[config.mk]
export PLATFORM = sky130hd
export DESIGN_NAME = ship_heading_ctrl_flat
export DESIGN_NICKNAME = d
export VERILOG_FILES = /design/src/rtl/bosc_ctrl_pkg.sv /design/src/rtl/ship_heading_ctrl_if.sv /design/src/rtl/frame_tick_sync.sv /design/src/rtl/ship_heading_ctrl.sv /design/src/flat_wrapper.sv
export SDC_FILE = /design/constraint.sdc
export NUM_CORES = 1
export LEC_CHECK = 0
export ABC_AREA = 1
export CORE_ASPECT_RATIO = 0.6
export CORE_MARGIN = 2
export CORE_UTILIZATION = 56
export DETAILED_ROUTE_END_ITERATION = 7
export GPL_TIMING_DRIVEN = 1
export PLACE_DENSITY = 0.94
export SETUP_SLACK_MARGIN = 0.05
export SYNTH_ARGS = -nofsm -noshare
export SYNTH_HDL_FRONTEND = slang
export SYNTH_SLANG_ARGS = --single-unit
export TNS_END_PERCENT = 20
[constraint.sdc]
create_clock -name vga_clk -period 2.6 [get_ports vga_clk]
set_input_delay 0.39 -clock vga_clk [delete_from_list [all_inputs] [get_ports vga_clk]]
set_output_delay 0.39 -clock vga_clk [all_outputs]
set_load 0.005 [all_outputs]
[src/rtl/bosc_ctrl_pkg.sv]
// bosc_ctrl_pkg: ship states, direction/keycode constants and key decode shared by the control stages
package bosc_ctrl_pkg;

    typedef enum logic [1:0] {SPAWN, FLY, EXPLODE, GAME_OVER} ship_state_t;

    localparam logic [3:0] DIR_UP    = 4'b1000;
    localparam logic [3:0] DIR_DOWN  = 4'b0100;
    localparam logic [3:0] DIR_RIGHT = 4'b0010;
    localparam logic [3:0] DIR_LEFT  = 4'b0001;
    localparam logic [3:0] DIR_NONE  = 4'b0000;

    localparam logic [7:0] KEY_W     = 8'h1A;
    localparam logic [7:0] KEY_S     = 8'h16;
    localparam logic [7:0] KEY_D     = 8'h07;
    localparam logic [7:0] KEY_A     = 8'h04;
    localparam logic [7:0] KEY_ENTER = 8'h28;

    // unrecognised keys keep the current heading so the ship never stops mid-flight
    function automatic logic [3:0] key_to_dir(input logic [7:0] key, input logic [3:0] cur);
        return key == KEY_W ? DIR_UP :
               key == KEY_S ? DIR_DOWN :
               key == KEY_D ? DIR_RIGHT :
               key == KEY_A ? DIR_LEFT : cur;
    endfunction

endpackage

[src/rtl/ship_heading_ctrl_if.sv]
// ship_heading_ctrl_if: input events and renderer-facing outputs of the ship heading controller
interface ship_heading_ctrl_if;

    logic       frame_clk;
    logic [7:0] keycode;
    logic       collided;
    logic [3:0] direction;
    logic       bg_reset;
    logic [2:0] lives;
    logic       game_over;

    modport master (
        output frame_clk, keycode, collided,
        input  direction, bg_reset, lives, game_over
    );

    modport slave (
        input  frame_clk, keycode, collided,
        output direction, bg_reset, lives, game_over
    );

endinterface

[src/rtl/frame_tick_sync.sv]
// frame_tick_sync: 2-flop synchroniser plus registered rising-edge pulse, 3 clk edges after the async rise
module frame_tick_sync (
    input  logic clk_i,
    input  logic rst_ni,
    input  logic async_i,
    output logic tick_o
);

    // [1:0] synchronise, [2] holds the previous synchronised level
    logic [2:0] sync_q;
    logic       tick_q;

    always_ff @(posedge clk_i or negedge rst_ni) begin
        if (!rst_ni) begin
            sync_q <= '0;
            tick_q <= 1'b0;
        end else begin
            sync_q <= {sync_q[1:0], async_i};
            tick_q <= sync_q[1] & ~sync_q[2];
        end
    end

    assign tick_o = tick_q;

endmodule

[src/rtl/ship_heading_ctrl.sv]
// ship_heading_ctrl: ship life-cycle FSM turning keycodes and collisions into heading, bg_reset and lives
module ship_heading_ctrl
    import bosc_ctrl_pkg::*;
#(
    parameter int SPAWN_FRAMES   = 60,
    parameter int EXPLODE_FRAMES = 90,
    parameter int LIVES          = 3
) (
    input  logic               vga_clk,
    input  logic               reset_n,
    ship_heading_ctrl_if.slave bus
);

    localparam int MAX_FRAMES = SPAWN_FRAMES > EXPLODE_FRAMES ? SPAWN_FRAMES : EXPLODE_FRAMES;
    localparam int CW         = MAX_FRAMES > 1 ? $clog2(MAX_FRAMES) : 1;

    logic          frame_tick;
    ship_state_t   state_q, state_d;
    logic [3:0]    dir_q, dir_d;
    logic          bg_q, bg_d;
    logic [2:0]    lives_q, lives_d;
    logic          go_q, go_d;
    logic [CW-1:0] cnt_q, cnt_d;

    frame_tick_sync u_sync (
        .clk_i  (vga_clk),
        .rst_ni (reset_n),
        .async_i(bus.frame_clk),
        .tick_o (frame_tick)
    );

    always_ff @(posedge vga_clk or negedge reset_n) begin
        if (!reset_n) begin
            state_q <= SPAWN;
            dir_q   <= DIR_NONE;
            bg_q    <= 1'b1;
            lives_q <= 3'(LIVES);
            go_q    <= 1'b0;
            cnt_q   <= '0;
        end else begin
            state_q <= state_d;
            dir_q   <= dir_d;
            bg_q    <= bg_d;
            lives_q <= lives_d;
            go_q    <= go_d;
            cnt_q   <= cnt_d;
        end
    end

    always_comb begin
        state_d = state_q;
        dir_d   = dir_q;
        bg_d    = bg_q;
        lives_d = lives_q;
        go_d    = go_q;
        cnt_d   = (frame_tick && (state_q == SPAWN || state_q == EXPLODE)) ? cnt_q + 1'b1 : cnt_q;
        case (state_q)
            SPAWN: if (frame_tick && cnt_q == CW'(SPAWN_FRAMES - 1)) begin
                state_d = FLY;
                dir_d   = DIR_UP;
                bg_d    = 1'b0;
            end
            // collision wins over a same-cycle tick; lives >= 1 is guaranteed on FLY entry
            FLY: if (bus.collided) begin
                state_d = EXPLODE;
                dir_d   = DIR_NONE;
                bg_d    = 1'b1;
                lives_d = lives_q - 3'd1;
            end else if (frame_tick) begin
                dir_d = key_to_dir(bus.keycode, dir_q);
            end
            EXPLODE: if (frame_tick && cnt_q == CW'(EXPLODE_FRAMES - 1)) begin
                state_d = lives_q == 3'd0 ? GAME_OVER : SPAWN;
                go_d    = lives_q == 3'd0;
            end
            GAME_OVER: if (frame_tick && bus.keycode == KEY_ENTER) begin
                state_d = SPAWN;
                lives_d = 3'(LIVES);
                go_d    = 1'b0;
            end
            default: ;
        endcase
        if (state_d != state_q) cnt_d = '0;
    end

    assign bus.direction = dir_q;
    assign bus.bg_reset  = bg_q;
    assign bus.lives     = lives_q;
    assign bus.game_over = go_q;

endmodule

[src/flat_wrapper.sv]
// flat-port wrapper written by rule: the top's interface ports become plain ports
module ship_heading_ctrl_flat import bosc_ctrl_pkg::*;
#(
    parameter int SPAWN_FRAMES   = 60,
    parameter int EXPLODE_FRAMES = 90,
    parameter int LIVES          = 3
)
  (vga_clk, reset_n, bus_frame_clk, bus_keycode, bus_collided, bus_direction, bus_bg_reset, bus_lives, bus_game_over);
  ship_heading_ctrl_if bus_i ();
  input  logic vga_clk;
  input  logic reset_n;
  input wire logic [$bits(bus_i.frame_clk)-1:0] bus_frame_clk;
  input wire logic [$bits(bus_i.keycode)-1:0] bus_keycode;
  input wire logic [$bits(bus_i.collided)-1:0] bus_collided;
  output wire logic [$bits(bus_i.direction)-1:0] bus_direction;
  output wire logic [$bits(bus_i.bg_reset)-1:0] bus_bg_reset;
  output wire logic [$bits(bus_i.lives)-1:0] bus_lives;
  output wire logic [$bits(bus_i.game_over)-1:0] bus_game_over;
  assign bus_i.frame_clk = bus_frame_clk;
  assign bus_i.keycode = bus_keycode;
  assign bus_i.collided = bus_collided;
  assign bus_direction = bus_i.direction;
  assign bus_bg_reset = bus_i.bg_reset;
  assign bus_lives = bus_i.lives;
  assign bus_game_over = bus_i.game_over;
  ship_heading_ctrl #(.SPAWN_FRAMES(SPAWN_FRAMES), .EXPLODE_FRAMES(EXPLODE_FRAMES), .LIVES(LIVES)) u_core (.vga_clk(vga_clk), .reset_n(reset_n), .bus(bus_i));
endmodule
# Word level (Yosys, flattened, before mapping)
# Cells that the tools add are included.
op_classes:
  n_eq_ne: 17
  n_reduce_logical: 15
  n_mux: 25
  add_sub_neg: 2
  n_bitwise: 2
op_table:
  columns: ["operator", "n"]
  rows:
  - ["$mux 4", 7]
  - ["$eq 8x3->1 const B", 2]
  - ["$eq 8x5->1 const B", 2]
  - ["$mux 7", 2]
  - ["$mux 2", 5]
  - ["$reduce_and 3->1", 3]
  - ["$eq 8x6->1 const B", 1]
  - ["$pmux 2 s4", 1]
  - ["$pmux 4 s2", 1]
  - ["$reduce_bool 2->1", 4]
  - ["$add 7x1->7 const B", 1]
  - ["$eq 7x6->1 const B", 1]
  - ["$eq 7x7->1 const B", 1]
  - ["$mux 3", 2]
  - ["$ne 2x2->1 const B", 3]
  - ["$ne 6x2->1 const B", 1]
  - ["$pmux 3 s2", 1]
  - ["$eq 2x2->1 const B", 2]
  - ["$logic_and 1x1->1", 4]
  - ["$mux 1", 4]
  - ["$pmux 1 s2", 2]
  - ["$reduce_and 4->1", 1]
  - ["$logic_not 3->1", 1]
  - ["$ne 3x3->1 const B", 1]
  - ["8 further kinds", 8]
totals:
  out_inout_bits: 9
  regBits: 22
  elab_cells: 69

# Depth between registers and ports, before layout
# Gate-level depths: netlist of run 1.
depth:
  word_depth: 8
  mapped_depth: 10

# Hierarchy
# A second synthesis of run 1 with hierarchy kept.
unflattened:
  cells_unflattened: 165
  hier_area_um2: 1267.5
by_module_without_submodules:
  columns: ["module", "cells_per_inst", "seq_area_each_um2", "area_each_um2", "instances"]
  rows:
  - ["ship_heading_ctrl", 159, 454.2, 1157.4, 1]
  - ["frame_tick_sync", 6, 100.1, 110.1, 1]

# Worst setup path before layout of run 1
# No wires, ideal clock.
synth_timing:
  path_kind: "flip-flop to flip-flop"
  from: "register u_core.lives_q[0] (netlist: u_core.bus.lives[0])"
  to: "register u_core.cnt_q[0]"
  path_stages_with_launch: 11
  arrival_time_ns: 1.513
  setup_ns: 0.071
  synth_period_minus_slack_ns: 1.583
  t_required_ns: 2.529
  setup_slack_ns: 1.017
  cell_sequence: "dfstp_2 inv_1 ha_1 ha_1 inv_1 nor2_1 nand3_2 nand4_2 nand2_1 nand3_4 nor2_2"
synth_via:
  elab_chain_len: 6
  word_cells_on_any_way: 7
synth_rtl:
  columns: ["element", "line", "rtl"]
  rows:
  - ["start: declaration", "ship_heading_ctrl.sv:21", "logic [2:0] lives_q, lives_d;"]
  - ["start signal: assignment", "ship_heading_ctrl.sv:37", "lives_q <= 3'(LIVES);"]
  - ["start signal: assignment", "ship_heading_ctrl.sv:44", "lives_q <= lives_d;"]
  - ["$logic_not 3->1 (*)", "ship_heading_ctrl.sv:73", "state_d = lives_q == 3'd0 ? GAME_OVER : SPAWN;"]
  - ["$mux 2 (*)", "ship_heading_ctrl.sv:73", null]
  - ["$mux 2 (*)", "ship_heading_ctrl.sv:72", "EXPLODE: if (frame_tick && cnt_q == CW'(EXPLODE_FRAMES - 1)) begin"]
  - ["$pmux 2 s4 (*)", "ship_heading_ctrl.sv:57", "case (state_q)"]
  - ["via u_core.state_d[0]", "ship_heading_ctrl.sv:18", "ship_state_t state_q, state_d;"]
  - ["$ne 2x2->1 (*)", "ship_heading_ctrl.sv:83", "if (state_d != state_q) cnt_d = '0;"]
  - ["$mux 7 / $reduce_bool 2->1 (equally long branches)", null, null]
  - ["end signal: assignment", "ship_heading_ctrl.sv:46", "cnt_q <= cnt_d;"]
  - ["end: declaration", "ship_heading_ctrl.sv:23", "logic [CW-1:0] cnt_q, cnt_d;"]
# The timed path passes the listed nets; every way through them passes the cells marked *.
# A chain may end at the register's enable or synchronous reset.

# Worst setup path after layout of run 1
# Ends and elaborated chain as after synthesis.

==> key figures, run 1 <==
Final layout
  – Net count reported at finish: 199
  – Most used cells in the layout excluding fill and tap cells: 30 x nand2_1, 20 x inv_1, 20 x clkdlybuf4s50_1, 19 x dfrtp_1, 17 x nor2_1
  – Cell Count, Final, Fillers Out: between 200 and 250
  – Ratio of cells with drive above 1 in the final layout: 19.23%
  – Most common cell after layout, fill and taps aside: nand2_1
  – Diode insertion count for antenna repair: 0
  – Area Overhead vs Synth: 24.49%

Critical path
  – Worst path required time: 2800 ps
  – Classification of the worst setup path: reg -> reg
  – Critical Path AT: 1970 ps
  – Maximum fanout encountered on the critical timing path: 7
  – Setup slack of the most critical reg-to-reg path: ~840 ps
  – R2r startpoint: u_core.bus.lives[0]
  – Type of origin of the critical path: register
  – Critical register-to-register path endpoint: u_core.cnt_q[0]
  – Element type at the critical path end: register
  – R2r worst-path depth: 10

Drt
  – Vias per inst: 5.189
  – Post-detailed-route count of antenna-violating nets: 0
  – Sum of routed wire length over all layers: 2880 um
  – Vias: 1100
  – Number of search-and-repair iterations in the first detailed-routing pass: 4
  – DR DRC count: 0
  – Number of DRC markers in iteration 0: 82
  – Wire length per cell after detailed routing: ~14 um

Global routing
  – Final global-route overflow total: 0
  – Initial antenna violation count: 0
  – First-pass GRT wire length: 4664 um
  – Largest net degree at the start of global routing: 23
  – Number of global-route vias before repair: 1031
  – Combined global-route utilization of all metal layers: 24.06%

Clock tree
  – Cts bufs inserted: 3
  – Depth of the CTS H-tree: 1
  – CTS tree: yes
  – Longest Clk Path Bufs: 2
  – Clock latency of the later-clocked register in the worst-skew pair: 260 ps
  – CTS resizes: 0
  – Sink count of the clock tree: 22
  – Root buffer selected by CTS: clkbuf_8
  – Number of buffers added for setup after CTS: 0
  – Clock Pin Slew Worst Setup and Hold Paths: 80 ps
  – Count of hold buffers inserted by post-cts repair: 0

Place
  – Number of buffers added on ports: 20
  – Setup WS pre-CTS: 651.9 ps
  – Gp weighted congestion: 0.9140
  – Placed instance count: about 210
  – HPWL reported at the end of detailed placement: 2209 um

Timing
  – Final Max Tran Viols: 0
  – Unrepaired setup endpoints after global routing: false
  – Worst Slack Setup Final: 836.5 ps
  – Max Clock Freq: 0.5670 GHz
  – Worst-margin pin slew: 375.9 ps
  – Final number of setup-violating endpoints: 0
  – Post-route clock period utilization: 67.83%
  – Final worst path period need: 1764 ps
  – Final-layout setup total negative slack: 0 ps
  – Fin. Hold Viols: 0
  – Worst max-slew margin expressed relative to the limit: 74.71%
  – Post-route clock skew: 1.630 ps

Min path
  – Endpoint with the worst hold slack: u_core.u_sync.sync_q[1]
  – Path category of the worst min-delay check: reg -> reg
  – Start point of the worst hold path: u_core.u_sync.sync_q[0]
  – Depth of the worst hold-timing path: 0

Synthesis
  – Fraction of synthesis flops using an asynchronous set or reset pin: between 90% and 100%
  – Register bit count reported by yosys: 22
  – Library cell occupying the most area in the post-synthesis netlist: dfrtp_1
  – Post-synth top area share: 36.79%
  – Number of enable-type register cells in the synthesized netlist: 0
  – Number of different library cells in the post-synthesis netlist: 29
  – Cells after Synth: 157
  – Per-instance average area after synthesis: 8.232 um2
  – Synthesized net count: 173
  – Number of synthesis warnings: 0
  – Top flip-flop cell by instance count after synthesis: dfrtp_1
  – Portion of the post-synthesis area used by sequential elements: 42.88%
  – Synth area leaders: dfrtp_1 37%, nand2_1 8.7%, dfstp_2 6.1%, inv_1 5.8%, nand3_1 5.4%
  – Post-synthesis cell area: 1292 um2

Floorplan
  – Ports: 21
  – Full die area: 2721 um2
  – Core Footprint: between 2000 and 2500 um2
  – Height of the die: 41.22 um
  – Standard-cell rows: 13
  – Initial Util: roughly three fifths
  – Die X: ~66 um

Power and ir drop
  – VDD IR-drop max: 0.5093 mV
  – PD cells: 733.9 nW/um2
  – Leakage Power: 0.7516 nW

Run status
  – Outcome: finished clean

Run
  – Number of maximum-capacitance violations: 0
-- critical path, stage by stage (launching register included) --
cell	delay [ps]
dfstp_2	530
inv_1	60
ha_1	210
ha_1	180
inv_1	70
nor2_1	50
nand3_2	90
nand4_2	120
nand2_1	130
nand3_4	140
nor2_2	110
-- layer usage --
metal	vias to the layer above	global-route usage [%]	wire length [um]
li1	542	-	-
met1	501	32.77	1360
met2	53	37.37	1259
met3	4	7.418	238
met4	0	7.653	22
met5	-	0	0
-- sequential cells by signal, indices dropped and copies added, names as in the netlist --
register,cells
u_core.bus.bg_reset,1
u_core.bus.direction,4
u_core.bus.game_over,1
u_core.bus.lives,3
u_core.cnt_q,7
u_core.state_q,2
u_core.u_sync.sync_q,3
u_core.u_sync.tick_o,1
-- cell type report --
cell class / instances / area (um2)
Sequential cell: 22 / 554.3
Fill cell: 155 / 570.5
Multi-Input combinational cell: 107 / 630.6
Timing Repair Buffer: 21 / 207.7
Tap cell: 30 / 37.54
Inverter: 28 / 107.6
Clock buffer: 3 / 41.29
Clock inverter: 1 / 30.03
-- stage by stage --
| step | power (W) | utilization (%) | hold slack (ps) | instance area (um2) |
|---|---|---|---|---|
| after floorplan | 0.0006936 | - | 94.41 | 1292 |
| after global placement | 0.0008375 | 70.55 | 344.1 | 1538 |
| after detailed placement | 0.0008641 | 70.55 | 338.0 | 1538 |
| after CTS | 0.001187 | 73.82 | 366.8 | 1609 |
| after global routing | 0.001265 | 73.82 | 372.2 | 1609 |
| final | 0.001181 | 73.82 | 364.7 | 1609 |
-- cells by family after synthesis --
group / Yosys count / synth area share [%]
and+or+nand+nor: 87 / 35.33
buffers and inverters: 28 / 8.325
DFF: 22 / 42.89
AOI/OAI and AO/OA: 10 / 5.518
xor gates and xnor gates: 6 / 4.067
adders and majority gates: 4 / 3.872
-- where the power goes --
group          total, W  leakage, nW  switching [W]  internal [W]
Sequential     0.000517        0.275      0.0000758      0.000441
Clock          0.000321       0.0357       0.000116      0.000206
Combinational  0.000343        0.441       0.000157      0.000186
Total           0.00118        0.752       0.000348      0.000833
-- worst max path at each step --
stage               slack [ps]              end           startpoint
finish                     840  u_core.cnt_q[0]  u_core.bus.lives[0]
global route               690  u_core.cnt_q[3]  u_core.bus.lives[0]
CTS                        820  u_core.cnt_q[0]  u_core.bus.lives[0]
detailed placement         650  u_core.cnt_q[2]       bus_keycode[4]
global placement           740  u_core.cnt_q[1]       bus_keycode[0]
floorplan                 1020  u_core.cnt_q[0]  u_core.bus.lives[0]
-- cell usage after synthesis (3+ instances only) --
cell type   n
o21ai_0     3
nor2_2     10
dfrtp_1    19
dfstp_2     3
nor2_1     17
inv_2       5
ha_1        4
nand2_1    30
inv_1      20
nand3_1    14
xor2_1      3
nor3_1      4
xnor2_1     3
(Power assumes the default switching activity.)
==> run 2, diff against run 1 <==
- CORE_UTILIZATION: 56 -> 52
- PLACE_DENSITY: 0.94 -> 0.89
- clock period: 2.6 -> 1.65 ns (I/O delays scaled with it)
==> run 2 against run 1 <==
Compared with the run above: highest routed layer unchanged; power grew 58%; critical endpoint is now u_core.cnt_q[4]; critical path depth is the same; setup slack got worse by 830 ps; worst hold slack got worse by 170 ps; critical path type unchanged; non-clock buffer count up 13; clock skew up 6.3 ps; via count is 12% higher; final area is 8.9% higher; sequential share of layout area fell by 2.7 points; utilization is 3.7 points higher.
==> key figures, run 2 (synthesis gave the netlist of run 1 again) <==
Floorplan
  – Initial Util: 57.17%
  – Die X: roughly 68 um
  – Standard-cell rows: 13
  – Ports: 21
  – Height of the die: 42.62 um
  – Full die area: 2913 um2
  – Core Footprint: 2261 um2

Final layout
  – Final Instance Area: 1752 um2
  – Largest reg by FF count: u_core.cnt_q
  – Ratio of cells with drive above 1 in the final layout: 32.31%
  – Most common cell after layout, fill and taps aside: nand2_1
  – Net count reported at finish: 212
  – Number of fillers in the final layout: 140
  – Number of flip-flops under the largest register name: 7
  – Most used cells in the layout excluding fill and tap cells: 29 x nand2_1, 18 x clkdlybuf4s50_1, 18 x dfrtp_1, 17 x inv_1, 15 x buf_4
  – Diode insertion count for antenna repair: 0
  – Post-Route Utilization: 77.48%
  – Area Overhead vs Synth: 35.53%

Drt
  – Post-detailed-route count of antenna-violating nets: 0
  – Number of DRC markers in iteration 0: 95
  – Number of search-and-repair iterations in the first detailed-routing pass: 5
  – Vias per inst: ~5.5
  – DR DRC count: 0
  – Wire length per cell after detailed routing: 15.58 um
  – Sum of routed wire length over all layers: approximately 3500 um
  – Vias: 1235

Power and ir drop
  – Total chip power: 0.001868 W
  – PD cells: 1066 nW/um2
  – Leakage Power: about 0.8 nW
  – VDD IR-drop max: 0.9421 mV

Timing
  – Final worst path period need: 1644 ps
  – Worst max-slew margin expressed relative to the limit: 77.39%
  – Worst-margin pin slew: 336.1 ps
  – Fin. Hold Viols: 0
  – Max Clock Freq: between 0.6 and 0.7 GHz
  – Final number of setup-violating endpoints: 0
  – Final Max Tran Viols: 0
  – Post-route clock period utilization: between 90 and 100%
  – Unrepaired setup endpoints after global routing: true
  – Final-layout setup total negative slack: 0 ps
  – Worst Slack Setup Final: 6.154 ps
  – Post-route clock skew: 7.915 ps

Min path
  – Path category of the worst min-delay check: in -> async

Place
  – Gp weighted congestion: approximately 0.9
  – HPWL reported at the end of detailed placement: between 2000 and 2500 um
  – Setup WS pre-CTS: -201.1 ps
  – Number of buffers added on ports: 20
  – Total placed instance area: 1590 um2

Global routing
  – Number of global-route vias before repair: 1193
  – Largest net degree at the start of global routing: 19
  – Initial antenna violation count: 0
  – Final global-route overflow total: 0
  – Combined global-route utilization of all metal layers: 26.51%
  – First-pass GRT wire length: 5595 um

Clock tree
  – Clock Pin Slew Worst Setup and Hold Paths: 80 ps
  – Clock latency of the later-clocked register in the worst-skew pair: between 200 and 300 ps
  – Sink count of the clock tree: 22
  – Cts bufs inserted: 3
  – Depth of the CTS H-tree: 1
  – CTS tree: yes
  – Longest Clk Path Bufs: 2
  – Count of hold buffers inserted by post-cts repair: 0
  – Root buffer selected by CTS: clkbuf_8

Run
  – Number of maximum-capacitance violations: 0

Critical path
  – Classification of the worst setup path: reg -> reg
  – Element type at the critical path end: register
  – Type of origin of the critical path: register
  – Maximum fanout encountered on the critical timing path: 7
  – Worst path required time: around 1900 ps
  – Critical Path AT: 1840 ps

Run status
  – Outcome: finished clean
-- run 2: cell types whose count changed in the layout (fill, tap and decap cells not counted), sizes merged --
cell / before / now
bufinv: 1 / 0
buf: 1 / 15
dlymetal6s2s: 0 / 1
clkdlybuf4s50: 20 / 18
clkbuf: 3 / 4
-- run 2: what timing repair did --
item	in CTS	in global routing
resized for setup	11	9
setup buffers	3	3
pin swaps	8	11
setup endpoints to repair	7	15
-- run 2: area by class of cell --
cell class	count	area, um2	area share [%]
Clock buffer	4	55.05	3.143
Inverter	28	110.1	6.286
Multi-Input combinational cell	107	688.2	39.29
Sequential cell	22	555.5	31.71
Tap cell	30	37.54	2.143
Timing Repair Buffer	34	305.3	17.43
-- run 2: path summary, 6_finish.rpt --
kind	start	to	slack (ps)	depth (start not counted)
worst min-delay path	reset_n	u_core.u_sync.sync_q[0]	200	1
worst max-delay path	u_core.bus.lives[1]	u_core.cnt_q[4]	6	10
worst max register to register	u_core.bus.lives[1]	u_core.cnt_q[4]	6	10
worst min register to register	u_core.u_sync.sync_q[0]	u_core.u_sync.sync_q[1]	360	0
min in group vga_clk	u_core.u_sync.sync_q[0]	u_core.u_sync.sync_q[1]	360	0
max in group asynchronous	reset_n	u_core.bus.bg_reset	890	2
-- run 2: critical path, stage by stage, from the launching register on --
cell and delay, ps:
dfstp_2 550, inv_2 60, ha_4 160, ha_4 160, inv_4 50, nor2_2 40
nand3_2 100, nand4_2 120, nand2_2 110, nand3_4 140, nor2_2 120
-- run 2: routing by layer --
layer | vias up | GRT usage, % | share of wire (%)
met5 | - | 0 | 0
met4 | 0 | 7.200 | 3.1
met3 | 16 | 6.183 | 6.7
met2 | 63 | 44.66 | 50
met1 | 586 | 33.84 | 40
li1 | 570 | - | -
-- run 2: through the flow --
step / hold slack, ps / std cells
floorplan: -48.09 / 157
global placement: 335.5 / 215
detailed placement: 345.9 / 215
CTS: 192.9 / 222
global route: 198.0 / 225
finish: 197.2 / 225
-- run 2: report_power, final --
group	leakage (nW)	internal, W	switching (W)
logic	0.501	0.000365	0.000289
registers	0.274	0.000696	0.000132
clock network	0.0288	0.000213	0.000172
